**config.mk**
```make
export PLATFORM = sky130hd
export DESIGN_NAME = ula_contention
export DESIGN_NICKNAME = d
export VERILOG_FILES = /design/src/rtl/ula_timing_pkg.sv /design/src/rtl/ula_beam_counter.sv /design/src/rtl/ula_contention.sv
export SDC_FILE = /design/constraint.sdc
export NUM_CORES = 1
export LEC_CHECK = 0
export BUFFER_PORTS_ARGS = -buffer_cell sky130_fd_sc_hd__buf_2
export CAP_MARGIN = 5
export CORE_ASPECT_RATIO = 0.8
export CORE_MARGIN = 1
export CORE_UTILIZATION = 55
export DETAILED_ROUTE_END_ITERATION = 12
export GPL_TIMING_DRIVEN = 0
export PLACE_DENSITY = 0.8
export SYNTH_ARGS = -nofsm -noshare
export SYNTH_HDL_FRONTEND = slang
export SYNTH_SLANG_ARGS = --single-unit
```
**constraint.sdc**
```tcl
create_clock -name CLK -period 4.3 [get_ports CLK]
set_input_delay 0.215 -clock CLK [delete_from_list [all_inputs] [get_ports CLK]]
set_output_delay 0.215 -clock CLK [all_outputs]
set_load 0.01 [all_outputs]
```
**src/rtl/ula_timing_pkg.sv**
```systemverilog
// ----------------------------------------------------------------------------
// ula_timing_pkg
// Shared ULA frame timing constants, contention FSM state type and the
// per-T-state contention delay lookup.
// ----------------------------------------------------------------------------
package ula_timing_pkg;

    // Frame geometry in CPU T-states and scanlines
    localparam int unsigned H_TSTATES  = 224;
    localparam int unsigned V_LINES    = 312;
    localparam int unsigned DISP_FIRST = 64;
    localparam int unsigned DISP_LINES = 192;

    // Contention window inside a display line
    localparam int unsigned CONT_START = 14;
    localparam int unsigned CONT_LEN   = 128;

    // Frame interrupt pulse length
    localparam int unsigned INT_LEN    = 32;

    // Counter and delay widths
    localparam int unsigned HCNT_W     = 8;
    localparam int unsigned VCNT_W     = 9;
    localparam int unsigned DLY_W      = 3;

    typedef enum logic [1:0] {
        IDLE  = 2'd0,
        WAIT  = 2'd1,
        GRANT = 2'd2
    } cont_state_t;

    // Delay pattern repeats every 8 T-states of the window: 6,5,4,3,2,1,0,0
    function automatic logic [DLY_W-1:0] cont_delay(input logic [2:0] p);
        logic [DLY_W-1:0] d;
        case (p)
            3'd0:    d = 3'd6;
            3'd1:    d = 3'd5;
            3'd2:    d = 3'd4;
            3'd3:    d = 3'd3;
            3'd4:    d = 3'd2;
            3'd5:    d = 3'd1;
            default: d = 3'd0;
        endcase
        return d;
    endfunction

endpackage

```
**src/rtl/ula_beam_counter.sv**
```systemverilog
// ----------------------------------------------------------------------------
// ula_beam_counter
// Beam position in T-states (hcnt) and scanlines (vcnt), plus the registered
// active-low frame interrupt.
//
// Ports:
//   clk       in   system clock
//   reset     in   synchronous active-high reset
//   ce_t      in   T-state strobe; counters advance only when high
//   hcnt      out  T-state within line, 0..H_TSTATES-1
//   vcnt      out  line within frame, 0..V_LINES-1
//   vs_nintr  out  low while vcnt==0 and hcnt<INT_LEN, one clk behind counters
// ----------------------------------------------------------------------------
module ula_beam_counter
    import ula_timing_pkg::*;
(
    input  logic              clk,
    input  logic              reset,
    input  logic              ce_t,
    output logic [HCNT_W-1:0] hcnt,
    output logic [VCNT_W-1:0] vcnt,
    output logic              vs_nintr
);

    logic hwrap_c;
    logic vwrap_c;
    logic int_win_c;

    assign hwrap_c   = (hcnt == HCNT_W'(H_TSTATES - 1));
    assign vwrap_c   = (vcnt == VCNT_W'(V_LINES - 1));
    assign int_win_c = (vcnt == '0) && (hcnt < HCNT_W'(INT_LEN));

    // Horizontal / vertical position counters
    always_ff @(posedge clk) begin
        if (reset) begin
            hcnt <= '0;
            vcnt <= '0;
        end else if (ce_t) begin
            if (hwrap_c) begin
                hcnt <= '0;
                vcnt <= vwrap_c ? '0 : vcnt + VCNT_W'(1);
            end else begin
                hcnt <= hcnt + HCNT_W'(1);
            end
        end
    end

    // Interrupt is sampled from the current counters every clk
    always_ff @(posedge clk) begin
        if (reset) begin
            vs_nintr <= 1'b1;
        end else begin
            vs_nintr <= ~int_win_c;
        end
    end

endmodule

```
**src/rtl/ula_contention.sv**
```systemverilog
// ----------------------------------------------------------------------------
// ula_contention
// Contention scheduler: tracks the beam, raises the frame interrupt and holds
// the CPU T-state enable while video fetch owns contended RAM / ULA ports.
//
// Ports:
//   CLK       in   system clock (clk_ula domain)
//   RESET     in   synchronous active-high reset
//   ce_t      in   T-state strobe, one CLK wide per CPU T-state
//   turbo     in   1 = contention disabled, cpu_ce follows ce_t
//   mem_req   in   CPU memory request active
//   mem_cont  in   memory address/bank is contended
//   io_req    in   CPU IO request active
//   io_ula    in   IO address has A[0]=0
//   cpu_ce    out  gated T-state enable (combinational from ce_t and state)
//   vs_nintr  out  active-low frame interrupt
//   hcnt      out  T-state within line
//   vcnt      out  line within frame
//   stall     out  high while the CPU is held in WAIT
// ----------------------------------------------------------------------------
module ula_contention
    import ula_timing_pkg::*;
(
    input  logic              CLK,
    input  logic              RESET,
    input  logic              ce_t,
    input  logic              turbo,
    input  logic              mem_req,
    input  logic              mem_cont,
    input  logic              io_req,
    input  logic              io_ula,
    output logic              cpu_ce,
    output logic              vs_nintr,
    output logic [HCNT_W-1:0] hcnt,
    output logic [VCNT_W-1:0] vcnt,
    output logic              stall
);

    cont_state_t      state;
    logic [DLY_W-1:0] wcnt;

    logic             creq_c;
    logic             in_lines_c;
    logic             in_cols_c;
    logic [2:0]       p_c;
    logic [DLY_W-1:0] delay_c;
    logic             hit_c;

    ula_beam_counter u_beam (
        .clk      (CLK),
        .reset    (RESET),
        .ce_t     (ce_t),
        .hcnt     (hcnt),
        .vcnt     (vcnt),
        .vs_nintr (vs_nintr)
    );

    // Contention window and delay, from the counters at the request T-state
    assign creq_c     = (mem_req & mem_cont) | (io_req & io_ula);
    assign in_lines_c = (vcnt >= VCNT_W'(DISP_FIRST)) &&
                        (vcnt <  VCNT_W'(DISP_FIRST + DISP_LINES));
    assign in_cols_c  = (hcnt >= HCNT_W'(CONT_START)) &&
                        (hcnt <  HCNT_W'(CONT_START + CONT_LEN));
    assign p_c        = 3'(hcnt - HCNT_W'(CONT_START));
    assign delay_c    = (in_lines_c && in_cols_c) ? cont_delay(p_c) : '0;
    assign hit_c      = creq_c && !turbo && (delay_c != '0);

    // The request strobe itself is the first suppressed T-state, so WAIT
    // only has to swallow d-1 more; wcnt holds that remainder minus one.
    always_ff @(posedge CLK) begin
        if (RESET) begin
            state <= IDLE;
            wcnt  <= '0;
            stall <= 1'b0;
        end else begin
            case (state)
                IDLE: begin
                    if (ce_t && hit_c) begin
                        if (delay_c == DLY_W'(1)) begin
                            state <= GRANT;
                        end else begin
                            state <= WAIT;
                            wcnt  <= delay_c - DLY_W'(2);
                            stall <= 1'b1;
                        end
                    end
                end
                WAIT: begin
                    if (turbo || !creq_c) begin
                        state <= IDLE;
                        stall <= 1'b0;
                    end else if (ce_t) begin
                        if (wcnt == '0) begin
                            state <= GRANT;
                            stall <= 1'b0;
                        end else begin
                            wcnt <= wcnt - DLY_W'(1);
                        end
                    end
                end
                GRANT: begin
                    // One access is contended at most once
                    if (!creq_c) begin
                        state <= IDLE;
                    end
                end
                default: begin
                    state <= IDLE;
                    stall <= 1'b0;
                end
            endcase
        end
    end

    // T-state gate: never raised without ce_t; turbo always lets it through
    always_comb begin
        cpu_ce = ce_t;
        case (state)
            IDLE: begin
                if (hit_c) begin
                    cpu_ce = 1'b0;
                end
            end
            WAIT: begin
                if (!turbo) begin
                    cpu_ce = 1'b0;
                end
            end
            default: begin
                cpu_ce = ce_t;
            end
        endcase
    end

endmodule

```
==> After elaboration in Yosys (flattened, before gate mapping) <==
Index checks and enable logic that the tools add are counted.
{ "op_classes": {"add_sub_neg": 5, "magnitude_cmp": 5, "eq_ne": 18, "muxes": 26, "bitwise": 5, "n_reduce_logical": 20} }
{ "ops": {"columns": ["op", "count"], "rows": [
  ["$mux W3", 6],
  ["$pmux W3 S6", 1],
  ["$mux W2", 6],
  ["$ne A2 B2 Y1 const B", 6],
  ["$add A9 B1 Y9 const B", 1],
  ["$eq A9 B9 Y1 const B", 1],
  ["$ge A9 B7 Y1 const B", 1],
  ["$logic_not A9 Y1", 1],
  ["$lt A9 B9 Y1 const B", 1],
  ["$mux W9", 1],
  ["$add A8 B1 Y8 const B", 1],
  ["$eq A8 B8 Y1 const B", 1],
  ["$ge A8 B4 Y1 const B", 1],
  ["$lt A8 B6 Y1 const B", 1],
  ["$lt A8 B8 Y1 const B", 1],
  ["$mux W8", 1],
  ["$logic_and A1 B1 Y1", 7],
  ["$mux W1", 7],
  ["$eq A3 B1 Y1 const B", 2],
  ["$eq A3 B2 Y1 const B", 2],
  ["$eq A3 B3 Y1 const B", 2],
  ["$logic_not A3 Y1", 2],
  ["$ne A3 B3 Y1 const B", 2],
  ["$pmux W2 S3", 1],
  ["other kinds (20)", 23]
]} }
{ "totals": {"reg_bits": 24, "inputBits": 8, "output_inout_bits": 20, "elab_cells": 85} }

==> Logic depth before layout (Yosys ltp) <==
{ "depth": {"ltp_word": 9, "ltp_mapped": 7, "ltp_nobuf": 7} }

==> Hierarchy <==
Synthesis repeated with hierarchy kept, for this count alone.
{ "hier_totals": {"hier_cells": 183, "hier_area_um2": 1540.2} }
{ "by_module_without_submodules": {"columns": ["mod", "instances", "cells_per_inst", "area_each_um2", "seq_area_each_um2"], "rows": [
  ["ula_beam_counter", 1, 109, 918.4, 360.3],
  ["ula_contention", 1, 74, 621.8, 120.1]
]} }

==> Worst setup path after synthesis <==
No wires, ideal clock.
{ "synth_path": {"path_kind": "register -> register", "start": "register u_beam.hcnt[1]", "end": "register wcnt[0]", "setup_ns": 0.121, "arrival_ns": 1.879, "required_ns": 4.179, "setup_slack_ns": 2.300, "path_stages_with_launch": 7, "n_path_buf": 0, "period_less_slack_ns": 2.000, "path_cell_list": "dfxtp_1 > ha_1 > nor2b_1 > nor3_1 > nand3_2 > a211oi_4 > mux2_4"} }
{ "synth_between": {"elab_chain_cells": 9, "word_cells_on_any_way": 24, "classes_between": "add/sub: 2; order compare: 2; eq/ne: 8; mux: 5; reduce/logical: 7"} }
{ "synth_lines": {"columns": ["element", "line_no", "source"], "rows": [
  ["start, declared", "ula_beam_counter.sv:20", "output logic [HCNT_W-1:0] hcnt,"],
  ["start signal, assigned", "ula_beam_counter.sv:43", "hcnt <= hcnt + HCNT_W'(1);"],
  ["$sub A3 B3 Y3 (tied with other cells)", "ula_contention.sv:64", "assign p_c = 3'(hcnt - HCNT_W'(CONT_START));"],
  ["$eq A3 B3 Y1 (tied with other cells)", "ula_timing_pkg.sv:35", "case (p)"],
  ["$pmux W3 S6 / $logic_and A1 B1 Y1 (equally long branches)", "ula_timing_pkg.sv:35, ula_contention.sv:65", null],
  ["$mux W3 *", "ula_contention.sv:65", "assign delay_c = (in_lines_c && in_cols_c) ? cont_delay(p_c) : '0;"],
  ["branches (longest 5 deep; another with $sub A3 B2 Y3)", null, null],
  ["end signal, assigned", "ula_contention.sv:83", "wcnt <= delay_c - DLY_W'(2);"],
  ["end signal, assigned", "ula_contention.sv:97", "wcnt <= wcnt - DLY_W'(1);"],
  ["end, declared", "ula_contention.sv:40", "logic [DLY_W-1:0] wcnt;"]
]} }
Mark *: on every way between the ends. The select of a mux whose other input is x is not followed.
A chain may end at the register's enable or synchronous reset.

==> Worst setup path after layout <==
{ "layout_path": {"start": "register u_beam.hcnt[1]", "end": "output port cpu_ce"} }
{ "layout_between": {"elab_chain_cells": 8, "word_cells_on_any_way": 17, "classes_between": "add/sub: 1; order compare: 2; eq/ne: 5; mux: 4; reduce/logical: 5"} }
{ "layout_lines": {"columns": ["element", "line_no", "source"], "rows": [
  ["$sub A3 B3 Y3 (tied with other cells)", "ula_contention.sv:64", null],
  ["$eq A3 B3 Y1 (tied with other cells)", "ula_timing_pkg.sv:35", null],
  ["$pmux W3 S6 / $logic_and A1 B1 Y1 (equally long branches)", "ula_timing_pkg.sv:35, ula_contention.sv:65", null],
  ["$mux W3 *", "ula_contention.sv:65", null],
  ["$reduce_bool A3 Y1 *", "ula_contention.sv:66", "assign hit_c = creq_c && !turbo && (delay_c != '0);"],
  ["$logic_and A1 B1 Y1 *", "ula_contention.sv:66", null],
  ["$mux W1 *", "ula_contention.sv:120", "if (hit_c) begin"],
  ["$pmux W1 S2 *", "ula_contention.sv:118", "case (state)"],
  ["end, declared", "ula_contention.sv:32", "output logic cpu_ce,"]
]} }
Every way passes the cells marked *; elsewhere a longest branch is shown, timed or not.

==> impl_metrics.ini <==
[run_status]
status = finished clean

[worst_setup_path]
crit_type = reg2out
critPathCaptureType = output pin
worstPathCellList = inv_1 > ha_1 > nor4_1 > nor2_1 > o311ai_0 > o211a_1 > buf_2
critical_path.max_fanout = 8
max_stage_delay_ns = 0.51
worstPathArrival_ns = 2.45
worst_path_max_delay_cell = o311ai_0
rrSetupSlack_ns = 2.17
worstPathRequired_ns = 4.09
cp-start-kind = register

[global_routing]
grt_usage_pct = 23.7
antenna_found_initial = 0
grt_pass1_wl_um = 4770
grt_max_degree = 14
globalRoute.totalOverflow = 0
grt_pass1_vias = 1107

[yosys]
syn_avg_cell_area_um2 = 8.39
async_flop_share_pct = 0
synth_flop_cell = dfxtp_1
synth.top_cell.area_share_pct = 33.5
yosysWarnings = 0
postSynthCellCount = 171
synth-seq-cells = 24
syn_nets = 188
synth_top_area_cell = dfxtp_1
synthTopCellsByArea = dfxtp_1 33%, ha_1 7.8%, nor2_1 7.3%
synth_edf_count = 0
synth_cell_types = 45
synthesis.area_um2 = 1440
ys_seq_area_share_pct = 33.5

[floorplan]
io_pins = 28
rows = 16
die_x_um = 59.1
coreArea_um2 = 2460
dieArea_um2 = 2820
chipHeight_um = 47.7
start_util_pct = 58.3

[finish]
fin_nets = 218
stdcell_area_um2 = 1640
fill_cells = 210
area_growth_pct = 14.4
layout_common_cells = 28 x nor2_1, 28 x buf_2, 24 x dfxtp_1
register_area_um2 = 480
antenna_cells = 0
multi_input_area_um2 = 898
drive_gt1_share_pct = 19.0

[timing]
min_period_over_period_pct = 62.1
finalMaxSlewViolations = 0
maxSlewHeadroom_pct = 64.9
fmax_mhz = 375
finalSetupTns_ns = 0
period_needed_ns = 2.67
setup_ws_ns = 1.63
rsz0062_at_grt = no
clock_skew_ns = 0.00590
setup_viol_count_final = 0
final_hold_viol_count = 0
worst_slew_pin_slew_ns = 0.520

[placed_design]
hpwl_um = 2350
port_buffers = 25
gp_congestion = 0.878
dpl_cell_area_um2 = 1610
detailedPlace.worstSlack_ns = 2.02

[pwr]
p_int_uw = 297
total_power_uw = 399
clockPowerShare_pct = 30.7
p_per_area_nw_per_um2 = 243
swShare_pct = 25.7
leakage_uw = 0.000682
pwr-share-seq_pct = 57.2
p_comb_share_pct = 12.0
switchingPower_uw = 103
ir_drop_mv = 0.260

[route]
viasPerCell = 5.64
vias = 1331
dr.first_iter.drc_count = 39
wl_per_cell_um = 13.0
antenna_left = 0
drt_wl_total_um = 3060
first_pass_iters = 4
drcViolationCount = 0

[cts]
clk_pin_slew_ns = 0.13
cts.htree.levels = 1
cts_buffers = 3
insertion_delay_ns = 0.33
root_buffer = clkbuf_4
tritoncts = yes
ctsHoldBuffers = 0
clock_path_buffers = 2
cts.sinks = 24
cts.repair.resized = 0
post_cts_buffers = 0

[job]
maxCapViolations = 0

[worst_hold_path]
holdCritPathClass = in2reg
power groups by stage:
stage	registers (µW)	logic, µW	clock network [µW]
6_report	229	48.1	123
5_1_grt	229	53.2	133
4_1_cts	228	48.0	124
3_5_place_dp	233	47.6	0
3_3_place_gp	233	45.2	0
2_1_floorplan	234	32.9	0
layer usage:
layer	wire length (µm)	vias up	GRT usage (%)
met2	1390	40	39.1
li1	-	662	-
met4	38	0	10.5
met3	161	6	7.03
met1	1470	623	29.4
met5	0	-	0
state kept, by name, summed over array words and instances (netlist names):
| name | count |
|---|---|
| u_beam.vcnt | 9 |
| u_beam.hcnt | 8 |
| wcnt | 3 |
| state | 2 |
| stall | 1 |
| u_beam.vs_nintr | 1 |
final cells by class:
type	instances	share of cell area (%)
multi-input combinational	133	54.7
sequential	24	29.3
timing repair buffer	25	7.62
tap	36	2.74
clock buffer	4	2.21
inverter	8	1.83
buffer	6	1.60
cell families after synthesis:
kind of cell	after synthesis	share of synthesized area [%]
AND/OR/NAND/NOR	80	29.6
XOR/XNOR	13	7.93
AO/OA/AOI/OAI	26	13.4
adder cells (fa/ha/maj)	9	7.85
flip-flops	24	33.5
buffers and inverters	14	3.92
multiplexers	5	3.84
stage by stage:
step | std cells | hold WS, ns | utilization (%)
2_1_floorplan | 171 | 0.449 | -
3_3_place_gp | 232 | 0.460 | 65.2
3_5_place_dp | 232 | 0.474 | 65.2
4_1_cts | 236 | 0.274 | 66.7
5_1_grt | 236 | 0.299 | 66.7
6_report | 236 | 0.286 | 66.7
cell usage after synthesis, drive strengths merged, types with 4 or more instances:
| library cell | instances |
|---|---|
| a21oi | 9 |
| and3 | 5 |
| dfxtp | 24 |
| ha | 9 |
| inv | 8 |
| mux2i | 4 |
| nand2 | 13 |
| nand2b | 4 |
| nand3 | 5 |
| nor2 | 28 |
| nor3 | 6 |
| xnor2 | 5 |
| xor2 | 8 |
worst max-delay path, delay by kind of cell, from the launching register on:
family          cells  cell delay [ns]
compound gates      2             0.74
fa+ha+maj           1             0.22
buf+inv             2             0.22
flops               1             0.48
simple gates        2             0.48
worst paths after layout:
path,start,end,depth (start not counted)
max reg2reg,u_beam.hcnt[1],wcnt[0],6
min reg2reg,wcnt[1],wcnt[1],2
max,u_beam.hcnt[1],cpu_ce,7
min,ce_t,u_beam.hcnt[0],3
Power figures use the tool's default switching activity.
